<file path="src/rtl/difftest_endpoint_mc.sv">
// Multi-core difftest endpoint: exit/limit tracking, run sequencing and a
// round-robin UART merge into a shared first-word-fall-through FIFO.
module difftest_endpoint_mc #(
  parameter int NUM_CORES       = 2,
  parameter int STEP_WIDTH      = 8,
  parameter int UART_FIFO_DEPTH = 16,
  parameter int CYCLE_WIDTH     = 64,
  parameter int DRAIN_TIMEOUT   = 256,
  localparam int CW = (NUM_CORES > 1) ? $clog2(NUM_CORES) : 1
) (
  input  logic                             clock,
  input  logic                             reset,
  input  logic [CYCLE_WIDTH-1:0]           max_cycles,
  input  logic [63:0]                      max_instrs,
  input  logic [NUM_CORES*64-1:0]          core_exit,
  input  logic [NUM_CORES*STEP_WIDTH-1:0]  core_step,
  input  logic [NUM_CORES-1:0]             uart_out_valid,
  input  logic [NUM_CORES*8-1:0]           uart_out_ch,
  output logic                             uart_sink_valid,
  output logic [7:0]                       uart_sink_ch,
  output logic [CW-1:0]                    uart_sink_core,
  input  logic                             uart_sink_ready,
  output logic [NUM_CORES-1:0]             uart_overflow,
  output logic [2:0]                       sim_state,
  output logic [63:0]                      sim_code,
  output logic                             perf_dump,
  output logic [CYCLE_WIDTH-1:0]           n_cycles,
  output logic [63:0]                      n_instrs
);

  localparam int AW = $clog2(UART_FIFO_DEPTH);
  localparam int DW = $clog2(DRAIN_TIMEOUT + 1);
  localparam int EW = CW + 8;

  typedef enum logic [2:0] {
    S_IDLE    = 3'd0,
    S_RUN     = 3'd1,
    S_DRAIN   = 3'd2,
    S_PASS    = 3'd3,
    S_FAIL    = 3'd4,
    S_TIMEOUT = 3'd5
  } state_t;

  state_t               state;
  state_t               pend;
  logic [NUM_CORES-1:0] good;
  logic [NUM_CORES-1:0] good_nxt;
  logic [DW-1:0]        drain_cnt;
  logic [63:0]          step_sum;
  logic [63:0]          instr_nxt;
  logic [63:0]          err_code;
  logic                 err_hit;
  logic                 all_good;
  logic                 instr_hit;
  logic                 cyc_hit;
  logic                 end_hit;

  logic [NUM_CORES-1:0] skid_v;
  logic [NUM_CORES-1:0] skid_pop;
  logic [7:0]           skid_ch [NUM_CORES];
  logic [CW-1:0]        rr;
  logic [CW-1:0]        gnt;
  logic [CW-1:0]        idx;
  logic                 gnt_v;
  logic                 push;
  logic                 pop;
  logic                 capture;
  logic                 drained;
  logic                 fifo_empty;
  logic                 fifo_full;
  logic [AW:0]          wr_ptr;
  logic [AW:0]          rd_ptr;
  logic [EW-1:0]        mem [UART_FIFO_DEPTH];
  logic [EW-1:0]        head;

  // Descending scan so the lowest-index erroring core sets err_code.
  always_comb begin
    step_sum = '0;
    err_hit  = 1'b0;
    err_code = '0;
    good_nxt = good;
    for (int i = NUM_CORES - 1; i >= 0; i--) begin
      step_sum = step_sum + 64'(core_step[i*STEP_WIDTH +: STEP_WIDTH]);
      if (&core_exit[i*64 +: 64]) begin
        good_nxt[i] = 1'b1;
      end else if (!good[i] && |core_exit[i*64 +: 64]) begin
        err_hit  = 1'b1;
        err_code = core_exit[i*64 +: 64];
      end
    end
  end

  assign instr_nxt = n_instrs + step_sum;
  assign all_good  = &good_nxt;
  assign instr_hit = (max_instrs != '0) && (instr_nxt >= max_instrs);
  assign cyc_hit   = (max_cycles != '0) && (n_cycles >= max_cycles);
  assign end_hit   = err_hit | all_good | instr_hit | cyc_hit;

  assign sim_state = state;

  // On the ending cycle the counters keep the values the end test used:
  // this cycle's steps are counted, the cycle count is not advanced.
  always_ff @(posedge clock or posedge reset) begin
    if (reset) begin
      state     <= S_IDLE;
      pend      <= S_IDLE;
      good      <= '0;
      drain_cnt <= '0;
      sim_code  <= '0;
      perf_dump <= 1'b0;
      n_cycles  <= '0;
      n_instrs  <= '0;
    end else begin
      perf_dump <= 1'b0;
      case (state)
        S_IDLE: state <= S_RUN;
        S_RUN: begin
          n_instrs <= instr_nxt;
          good     <= good_nxt;
          if (end_hit) begin
            state     <= S_DRAIN;
            perf_dump <= 1'b1;
            drain_cnt <= '0;
            if (err_hit) begin
              pend     <= S_FAIL;
              sim_code <= err_code;
            end else if (all_good) begin
              pend     <= S_PASS;
              sim_code <= '1;
            end else if (instr_hit) begin
              pend     <= S_PASS;
              sim_code <= '0;
            end else begin
              pend     <= S_TIMEOUT;
              sim_code <= 64'(n_cycles);
            end
          end else begin
            n_cycles <= n_cycles + 1'b1;
          end
        end
        S_DRAIN: begin
          if (drained || drain_cnt == DW'(DRAIN_TIMEOUT - 1)) begin
            state <= pend;
          end else begin
            drain_cnt <= drain_cnt + 1'b1;
          end
        end
        default: ;
      endcase
    end
  end

  assign fifo_empty = (wr_ptr == rd_ptr);
  assign fifo_full  = (wr_ptr[AW] != rd_ptr[AW]) &&
                      (wr_ptr[AW-1:0] == rd_ptr[AW-1:0]);
  assign pop        = !fifo_empty && uart_sink_ready;
  assign capture    = (state == S_RUN) || (state == S_DRAIN);
  assign drained    = fifo_empty && !(|skid_v);

  always_comb begin
    gnt_v = 1'b0;
    gnt   = '0;
    idx   = '0;
    for (int k = 0; k < NUM_CORES; k++) begin
      idx = CW'((int'(rr) + k) % NUM_CORES);
      if (!gnt_v && skid_v[idx]) begin
        gnt_v = 1'b1;
        gnt   = idx;
      end
    end
  end

  assign push = gnt_v && (!fifo_full || pop);

  always_comb begin
    skid_pop = '0;
    if (push) skid_pop[gnt] = 1'b1;
  end

  assign head            = mem[rd_ptr[AW-1:0]];
  assign uart_sink_valid = !fifo_empty;
  assign uart_sink_ch    = fifo_empty ? 8'h00 : head[7:0];
  assign uart_sink_core  = fifo_empty ? '0 : head[EW-1:8];

  always_ff @(posedge clock) begin
    if (push) mem[wr_ptr[AW-1:0]] <= {gnt, skid_ch[gnt]};
  end

  always_ff @(posedge clock or posedge reset) begin
    if (reset) begin
      skid_v        <= '0;
      uart_overflow <= '0;
      rr            <= '0;
      wr_ptr        <= '0;
      rd_ptr        <= '0;
      for (int i = 0; i < NUM_CORES; i++) skid_ch[i] <= '0;
    end else begin
      if (push) begin
        wr_ptr <= wr_ptr + 1'b1;
        rr     <= (gnt == CW'(NUM_CORES - 1)) ? '0 : gnt + 1'b1;
      end
      if (pop) rd_ptr <= rd_ptr + 1'b1;
      for (int i = 0; i < NUM_CORES; i++) begin
        if (capture && uart_out_valid[i] && (!skid_v[i] || skid_pop[i])) begin
          skid_v[i]  <= 1'b1;
          skid_ch[i] <= uart_out_ch[i*8 +: 8];
        end else begin
          if (skid_pop[i]) skid_v[i] <= 1'b0;
          if (capture && uart_out_valid[i]) uart_overflow[i] <= 1'b1;
        end
      end
    end
  end

endmodule
</file>
<file path="config.mk">
export PLATFORM = sky130hd
export DESIGN_NAME = difftest_endpoint_mc
export DESIGN_NICKNAME = d
export VERILOG_FILES = /design/src/rtl/difftest_endpoint_mc.sv
export SDC_FILE = /design/constraint.sdc
export NUM_CORES = 1
export LEC_CHECK = 0
export ABC_AREA = 1
export ABC_CLOCK_PERIOD_IN_PS = 17300
export CORE_MARGIN = 8
export CORE_UTILIZATION = 38
export CTS_CLUSTER_SIZE = 28
export DETAILED_ROUTE_END_ITERATION = 8
export PLACE_DENSITY = 0.59
export SYNTH_ARGS = -nofsm -noshare
export SYNTH_HDL_FRONTEND = slang
export SYNTH_SLANG_ARGS = --single-unit
</file>
<file path="constraint.sdc">
create_clock -name clock -period 17.3 [get_ports clock]
set_input_delay 3.46 -clock clock [delete_from_list [all_inputs] [get_ports clock]]
set_output_delay 3.46 -clock clock [all_outputs]
set_load 0.1 [all_outputs]
</file>
### Yosys cells after proc, flatten, opt, wreduce, memory -nomap -nowiden

Memory sizes are Yosys's and may differ from the RTL's.
Cells that the tools add are included.

| cells by class | value |
|---|---|
| add/subtract/negate cells | 8 |
| multiply operators | 0 |
| div/mod/pow operators | 0 |
| order comparisons | 7 |
| eq/ne operators | 9 |
| shifts and indexed selects | 0 |
| mux-type cells | 47 |
| bitwise gates (word level) | 7 |
| reductions and logical operators | 46 |

Operators by type and width:

| kind | count |
|---|---|
| 64-bit two-way mux | 7 |
| 64-bit >= comparator | 2 |
| 64-bit AND reduction | 2 |
| 64-bit nonzero test | 2 |
| 64-bit OR reduction | 2 |
| 64-bit by 1-bit adder with 64-bit output, second input constant | 1 |
| 64-bit by 9-bit adder with 64-bit output | 1 |
| 8-bit two-way mux | 4 |
| 1-bit two-way mux | 25 |
| 9-bit two-way mux | 2 |
| 9-bit one-hot mux with 2 select lines | 1 |
| 3-bit two-way mux | 5 |
| 1-bit logical AND | 14 |
| 5-bit by 1-bit adder with 5-bit output, second input constant | 2 |
| 2-bit AND reduction | 5 |
| 8-bit by 8-bit adder with 9-bit output | 1 |
| 9-bit by 1-bit adder with 9-bit output, second input constant | 1 |
| 9-bit by 8-bit == test with 1-bit output, second input constant | 1 |
| 3-bit one-hot mux with 3 select lines | 1 |
| 1-bit logical NOT | 8 |
| 1-bit by 2-bit less-than comparator with 1-bit output, second input constant | 3 |
| 2-bit != test, second input constant | 3 |
| 3-bit AND reduction | 2 |
| 2-bit nonzero test | 3 |
| 17 further kinds | 26 |

| storage, ports and cells | value |
|---|---|
| register bits after elaboration | 241 |
| bits in latches | 0 |
| RAM bits | 144 |
| bits in read-only memories | 0 |
| input port bits | 293 |
| logic and storage cells | 142 |
| memories | 1 |

Memory list:

| name | words | width | read ports | clocked after Yosys merged registers in | write ports | line | RTL |
|---|---|---|---|---|---|---|---|
| mem | 16 | 9 | 1 | 0 | 1 | 73 | `logic [EW-1:0] mem [UART_FIFO_DEPTH];` |

### Logic depth before layout (Yosys ltp)

Gate-level depths: netlist (run 1).

| depth | value |
|---|---|
| word-level depth | 15 |
| mapped depth | 37 |

### Least setup slack after synthesis (run 1)

No wires, ideal clock.

| path | value |
|---|---|
| path type | input -> register |
| start point | input core_step[1] |
| end point | register sim_code[33] |
| setup time | 0.120 ns |
| data arrival time | 7.631 ns |
| data required time | 17.180 ns |
| setup slack | 9.549 ns |
| stages | 36 |
| path buffers | 2 |
| path through | inv_1 > fa_1 > inv_1 > ha_1 > inv_1 > fa_1 > inv_1 > nand2_1 > a21oi_2 > a21oi_1 > o21ai_2 > nand2_2 > nor2_4 > nand2_1 > nor2_2 > nand4_1 > and2_1 > ha_1 > nand2_1 > nor2_1 > nor3b_2 > nand2_1 > nor2_1 > nand2_1 > nand2_1 > nor2_1 > nand2_1 > nand2_2 > buf_2 > buf_2 > nand2_1 > nand2_1 > nand2_1 > nand2_1 > nand2_1 > nand2_1 |

| on the way | value |
|---|---|
| longest elaborated chain between the ends | 7 |
| elaborated cells between the ends (all ways) | 10 |

RTL lines:

| item | line | RTL |
|---|---|---|
| start, declared | 16 | `input logic [NUM_CORES*STEP_WIDTH-1:0] core_step,` |
| 8-bit by 8-bit adder with 9-bit output (*) | 83 | `step_sum = step_sum + 64'(core_step[i*STEP_WIDTH +: STEP_WIDTH]);` |
| 64-bit by 9-bit adder with 64-bit output (*) | 93 | `assign instr_nxt = n_instrs + step_sum;` |
| named net instr_nxt[53] | 50 | `logic [63:0] instr_nxt;` |
| 64-bit >= comparator (*) | 95 | `assign instr_hit = (max_instrs != '0) && (instr_nxt >= max_instrs);` |
| 1-bit logical AND (*) | 95 |  |
| 64-bit two-way mux or 1-bit OR (tied branches) | 130, 97 |  |
| 64-bit two-way mux or 1-bit OR (tied branches) | 127, 97 |  |
| 64-bit two-way mux or 2-bit AND reduction (tied branches) | n/a |  |
| end signal, assigned | 126 | `sim_code <= err_code;` |
| end signal, assigned | 135 | `sim_code <= 64'(n_cycles);` |
| end, declared | 25 | `output logic [63:0] sim_code,` |

The timed path passes the listed nets; every way through them passes the cells marked *.
A chain may end at the register's enable or synchronous reset.

### Worst setup path in the final report (run 1)

| path | value |
|---|---|
| start point | input core_step[1] |
| end point | register sim_code[44] |

Same word-level chain as after synthesis.

==> impl_metrics.py, run 1 <==
metrics = {
    "logic_synthesis": {
        "ys_seq_area_share_pct": 40.9,
        "yosys.area.top_type_share_pct": 23.8,
        "synth.area.top_cells": "dfrtp_1, edfxtp_1, nand2_1",
        "async_reset_ff_share_pct": 62.6,
        "yosysWarningCount": 0,
        "yosysTopAreaCell": "dfrtp_1",
        "synth_ff_type": "dfrtp_1",
        "synth_edf_count": 144,
        "syn_inst": 3377,
        "synth_fp_nets": 3823,
        "syn-cell-area_um2": 25300,
        "ys_ff_latch": 385,
        "yosysUniqueCellTypes": 54,
        "avgSynthCellArea_um2": 7.49,
    },
    "critical_path": {
        "worstSetupEndpointType": "flop",
        "crit_slowest_cell": "nand2_4",
        "startpoint": "core_step[1]",
        "critPathRequiredTime_ns": 17.79,
        "crit_type": "in2reg",
        "cpMostUsedCell": "nand2_1",
        "cp_max_fo": 70,
        "cp_data_arrival_time_ns": 10.45,
        "r2r_start": "n_instrs[1]",
        "max_stage_delay_ns": 0.68,
        "worst_setup_path_start_kind": "input pin",
    },
    "floorplan": {
        "dieArea_um2": 75100,
        "ios": 501,
        "dieWidth_um": 274,
        "core_area_um2": 65900,
        "rows": 94,
        "initial_core_util_pct": 38.4,
        "die_y_um": 274,
    },
    "placed_design": {
        "dp_hpwl_um": 70900,
        "gp_congestion": 0.918,
        "port_buffers": 500,
        "placedCellCount": 4650,
    },
    "clock_tree": {
        "postCtsHoldBufs": 0,
        "cts_sinks": 385,
        "cts-root-buf": "clkbuf_16",
        "numCtsBuffers": 47,
        "htree_num_levels": 2,
        "clock_path_buffers": 3,
        "cts-resized-gates": 0,
        "cts_tree": "yes",
        "cts_setup_buffers": 0,
        "clk_latency_ns": 0.61,
        "clk_pin_slew_ns": 0.05,
    },
    "routing": {
        "vias": 24200,
        "drc": 0,
        "drtIter0Drc": 1694,
        "via_per_inst": 5.11,
        "ant_nets": 0,
        "wl_um": 93300,
        "first_pass_iters": 6,
        "routedWlPerCell_um": 19.7,
    },
    "pwr": {
        "max-vdd-ir-drop_uv": 137,
        "p_leak_nw": 15.5,
        "p_per_area_nw_per_um2": 85.9,
    },
    "grt": {
        "grt_use_total_pct": 24.1,
        "grt_max_degree": 129,
        "grt_util_met1_pct": 30.9,
        "grt_pass1_vias": 23800,
        "grt_pass1_wl_um": 142000,
        "antenna_found_initial": 5,
        "grt-ovfl-total": 0,
        "use_met2_pct": 41.8,
        "grt_util_met3_pct": 3.62,
        "top_usage_layer": "met2",
    },
    "worst_hold_path": {
        "hold_path.class": "reg2reg",
        "hp-start": "uart_overflow[0]",
    },
    "sta": {
        "max_freq_ghz": 0.100,
        "worst_pin_slew_ns": 1.19,
        "clock_skew_ns": 0.0493,
        "hold_slack_ns": 0.471,
        "hold_viol_final": 0,
        "max-slew-margin-rel_pct": 20.1,
        "layout_min_cycle_time_ns": 9.96,
        "tns_ns": 0,
        "slew_violations": 0,
        "setup_viol": 0,
        "rsz0062_at_grt": "false",
        "timing.final.crit_share_pct": 57.6,
    },
    "finish": {
        "postLayoutCoreUtil_pct": 49.5,
        "drive_gt1_share_pct": 4.18,
        "layout.nets": 4281,
        "instances_no_fill": 4739,
        "fillers": 6548,
        "area_growth_pct": 29.0,
    },
    "status": {
        "outcome": "completed",
    },
    "run": {
        "cap_violations": 0,
    },
}
[cell usage in the layout (no fill, tap or decap), drive strengths merged, types with 5 or more instances in the layout]
master         instances
a21oi                107
a31oi                 10
and2                   8
buf                   15
clkbuf                68
clkdlybuf4s50        498
clkinv                18
dfrtp                241
edfxtp               144
fa                     9
ha                   144
inv                  371
nand2               1091
nand3                144
nand4                104
nor2                 362
nor3                  60
nor3b                  5
nor4                  35
o211ai                 5
o21ai                249
o21bai                 6
o221ai                14
o22ai                 22
xnor2                 16
xor2                 104
[layer usage]
metal	vias to the layer above	wire length [um]
met5	-	41
li1	12000	-
met4	6	2800
met3	142	5550
met2	753	45500
met1	11300	39500
[metrics by stage]
step                      total power, mW  area, um2  setup slack, ns
after floorplan                      1.54      25300             7.22
after global placement               1.80      31000             6.84
after detailed placement             1.80      31000             6.74
after CTS                            2.83      32600             7.38
after global routing                 2.93      32600             6.81
final                                2.80      32600             7.34
[final cells by class]
cell class | count | area [um2] | area share [%]
Multi-Input combinational cell | 2513 | 13000 | 40.0
Sequential cell | 385 | 10400 | 31.7
Timing Repair Buffer | 513 | 5100 | 15.6
Clock buffer | 68 | 1430 | 4.37
Inverter | 375 | 1420 | 4.34
Tap cell | 864 | 1080 | 3.31
Clock inverter | 19 | 205 | 0.629
Antenna cell | 2 | 5.00 | 0.0153
[cell usage after synthesis, types with 3 or more instances]
master	number
xnor2_1	16
o21ai_1	17
buf_1	6
o22ai_1	22
o211ai_1	5
o21bai_1	6
a31oi_1	10
nand3_1	141
ha_1	144
nor3_2	8
nand2_1	1072
or2_2	3
a21oi_1	103
a21oi_2	4
clkinv_1	5
inv_1	359
buf_6	8
nand3b_1	3
buf_2	28
o21a_1	4
buf_4	3
edfxtp_1	144
nor2_4	4
nor2_1	353
o221ai_1	14
nand2_2	15
and2_1	8
inv_2	10
nor3b_1	4
fa_1	9
nor2_2	4
clkbuf_1	58
xor2_1	104
nor4_1	35
a21o_1	4
nand4_1	103
nand2_4	3
nor3_1	51
o21ai_0	230
dfrtp_1	241
[state kept, by name (all words and copies together) (netlist names), 3 cells and up]
name / count
n_cycles: 64
rd_ptr: 5
mem: 144
skid_ch: 16
sim_state: 3
pend: 3
sim_code: 64
drain_cnt: 9
wr_ptr: 5
n_instrs: 64
[path summary, 6_finish.rpt]
path                       cells past startpoint  slack, ns          endpoint
max                                           36       7.34      sim_code[44]
min                                            1       0.47  uart_overflow[0]
max reg2reg                                   35      10.33      sim_code[44]
min reg2reg                                    1       0.47  uart_overflow[0]
max in group asynchronous                      4      11.50      n_cycles[19]
min in group asynchronous                      2       3.42      n_instrs[43]
[critical path: cells and delay by family]
family                   cells  cell delay [ns]
AND/OR/NAND/NOR             21             2.97
buffers and inverters        8             2.06
AO/OA/AOI/OAI                3             0.58
adder cells (fa/ha/maj)      4             1.29
[kinds of logic after synthesis]
group | after synthesis | synth area share (%)
adder cells (fa/ha/maj) | 153 | 7.83
AO/OA/AOI/OAI | 423 | 9.05
flip-flops | 385 | 40.9
buffers and inverters | 479 | 7.54
XOR/XNOR | 120 | 4.15
AND/OR/NAND/NOR | 1817 | 30.5
[power breakdown]
| group | internal [mW] | switching [mW] |
|---|---|---|
| clock | 0.594 | 0.424 |
| combinational | 0.241 | 0.543 |
| sequential | 0.968 | 0.0338 |
| total | 1.80 | 1.00 |
No activity file was read; power rests on OpenSTA's default activity.
==> run 2: changes to the inputs <==
Settings changed: ABC_CLOCK_PERIOD_IN_PS 17300 to 10050.
Clock period 17.3 ns to 10.05 ns, I/O delays scaled along.
==> run 2 against run 1 <==
  * Clock skew is 0.015 ns lower
  * Critical path depth is 6 lower
  * Non-clock buffer count stayed put
  * Sequential power is 72% higher
  * Clock power is 78% higher
  * Sequential share of layout area hardly changed
  * Worst hold slack worse by 0.00098 ns
  * Utilization is 0.059 points higher
  * Largest cell class unchanged
  * Largest power group unchanged
  * Highest routed layer unchanged
==> impl_metrics.py, run 2 (synthesis results as in run 1) <==
metrics = {
    "grt": {
        "grt_pass1_vias": 23500,
        "grt_use_total_pct": 24.1,
        "antenna_found_initial": 5,
        "grt-ovfl-total": 0,
        "grt_pass1_wl_um": 142000,
        "grt_max_degree": 138,
    },
    "clock_tree": {
        "cts-resized-gates": 0,
        "cts_sinks": 385,
        "postCtsHoldBufs": 0,
        "clock_path_buffers": 3,
        "htree_num_levels": 2,
        "clk_pin_slew_ns": 0.06,
        "cts-root-buf": "clkbuf_16",
        "numCtsBuffers": 47,
        "cts_tree": "yes",
        "clk_latency_ns": 0.61,
        "cts_setup_buffers": 0,
    },
    "critical_path": {
        "max_stage_delay_ns": 0.64,
        "crit_slowest_cell": "buf_4",
        "worstSetupEndpointType": "flop",
        "critPathRequiredTime_ns": 10.48,
        "cp_data_arrival_time_ns": 8.24,
        "cp_max_fo": 66,
        "crit_type": "in2reg",
        "cpMostUsedCell": "nand2_1",
        "worst_setup_path_start_kind": "input pin",
    },
    "pwr": {
        "max-vdd-ir-drop_uv": 226,
        "seqPwrFrac_pct": 35.1,
        "switching_share_pct": 35.3,
        "p_leak_nw": 15.5,
        "p_int_mw": 3.16,
        "combPwrFrac_pct": 27.8,
        "p_per_area_nw_per_um2": 150,
        "net-switching-power_mw": 1.73,
        "p_clk_share_pct": 37.1,
    },
    "floorplan": {
        "dieArea_um2": 75100,
        "initial_core_util_pct": 38.4,
        "dieWidth_um": 274,
        "ios": 501,
        "core_area_um2": 65900,
        "rows": 94,
        "die_y_um": 274,
    },
    "sta": {
        "max_freq_ghz": 0.128,
        "max-slew-margin-rel_pct": 21.0,
        "tns_ns": 0,
        "clock_skew_ns": 0.0343,
        "worst_pin_slew_ns": 1.18,
        "timing.final.crit_share_pct": 77.6,
        "layout_min_cycle_time_ns": 7.80,
        "slew_violations": 0,
        "rsz0062_at_grt": "false",
        "fin_ws_ns": 2.25,
        "setup_viol": 0,
        "hold_slack_ns": 0.471,
        "hold_viol_final": 0,
    },
    "worst_hold_path": {
        "hold_path.class": "reg2reg",
    },
    "finish": {
        "drive_gt1_share_pct": 3.93,
        "area_growth_pct": 29.1,
        "fillers": 6501,
        "multi_input_comb_area_um2": 13000,
        "final_common_cell": "nand2_1",
        "layout.nets": 4281,
        "postLayoutCoreUtil_pct": 49.6,
        "design_area_um2": 32700,
        "layout_common_cells": "nand2_1, clkdlybuf4s50_1, inv_1",
        "largest_reg_flops": 144,
        "regArea_um2": 10400,
    },
    "routing": {
        "routedWlPerCell_um": 19.8,
        "wl_um": 93800,
        "drc": 0,
        "via_per_inst": 5.11,
        "vias": 24200,
        "drtIter0Drc": 1674,
        "ant_nets": 0,
        "first_pass_iters": 5,
    },
    "placed_design": {
        "port_buffers": 500,
        "place_area_um2": 31000,
        "dp_hpwl_um": 70800,
        "gp_congestion": 0.912,
        "place_worst_setup_slack_ns": 1.71,
    },
    "status": {
        "outcome": "completed",
    },
    "run": {
        "cap_violations": 0,
    },
}
run 2: changes by cell type in the layout (fill, tap and decap cells not counted), sizes merged, moves of 2 or more:
cell,before,now
clkinv,18,21
bufinv,1,7
clkbuf,68,59
diode,2,4
clkinvlp,4,2
run 2: metrics by stage:
stage / std cells / power [mW]
2_1_floorplan: 3377 / 2.65
3_3_place_gp: 4650 / 3.10
3_5_place_dp: 4650 / 3.10
4_1_cts: 4735 / 4.94
5_1_grt: 4738 / 5.11
6_report: 4739 / 4.89
run 2: final cells by class:
| cell class | instances | share of cell area, % |
|---|---|---|
| diodes | 4 | 0.0306 |
| clock buffers | 59 | 3.89 |
| clock inverters | 26 | 1.16 |
| inverters | 375 | 4.34 |
| multi-input cells | 2513 | 39.9 |
| flip-flops and latches | 385 | 31.7 |
| well taps | 864 | 3.31 |
| repair buffers | 513 | 15.6 |
run 2: metal layers:
layer  routed length (um)  up-vias  track usage (%)  share of wire (%)
met5                   14        -                0              0.015
li1                     -    12000                -                  -
met4                 2920        2             7.65                3.1
met1                40100    11300             31.0                 43
met3                 5490      138             3.97                5.9
met2                45300      740             41.2                 48
run 2: power by group through the flow:
stage	Combinational, mW	Clock (mW)	Sequential, mW
6_report	1.36	1.82	1.72
3_5_place_dp	1.36	0	1.75
3_3_place_gp	1.35	0	1.75
2_1_floorplan	0.932	0	1.72
5_1_grt	1.47	1.92	1.72
4_1_cts	1.36	1.86	1.72
run 2: worst paths after layout:
path | cells past startpoint | startpoint | to | slack [ns]
max reg2reg | 29 | n_instrs[1] | n_cycles[0] | 3.77
min in group asynchronous | 2 | reset | n_instrs[44] | 1.93
max in group asynchronous | 3 | reset | rd_ptr[0] | 6.75
min reg2reg | 2 | skid_ch[1] | skid_ch[1] | 0.47
min | 2 | skid_ch[1] | skid_ch[1] | 0.47
max | 30 | core_step[1] | n_cycles[0] | 2.25
run 2: critical path: cells and delay by family:
| family | cells | cell delay (ns) |
|---|---|---|
| compound gates | 6 | 0.94 |
| xor+xnor | 2 | 0.50 |
| fa+ha+maj | 4 | 1.28 |
| buf+inv | 7 | 1.77 |
| simple gates | 11 | 1.69 |
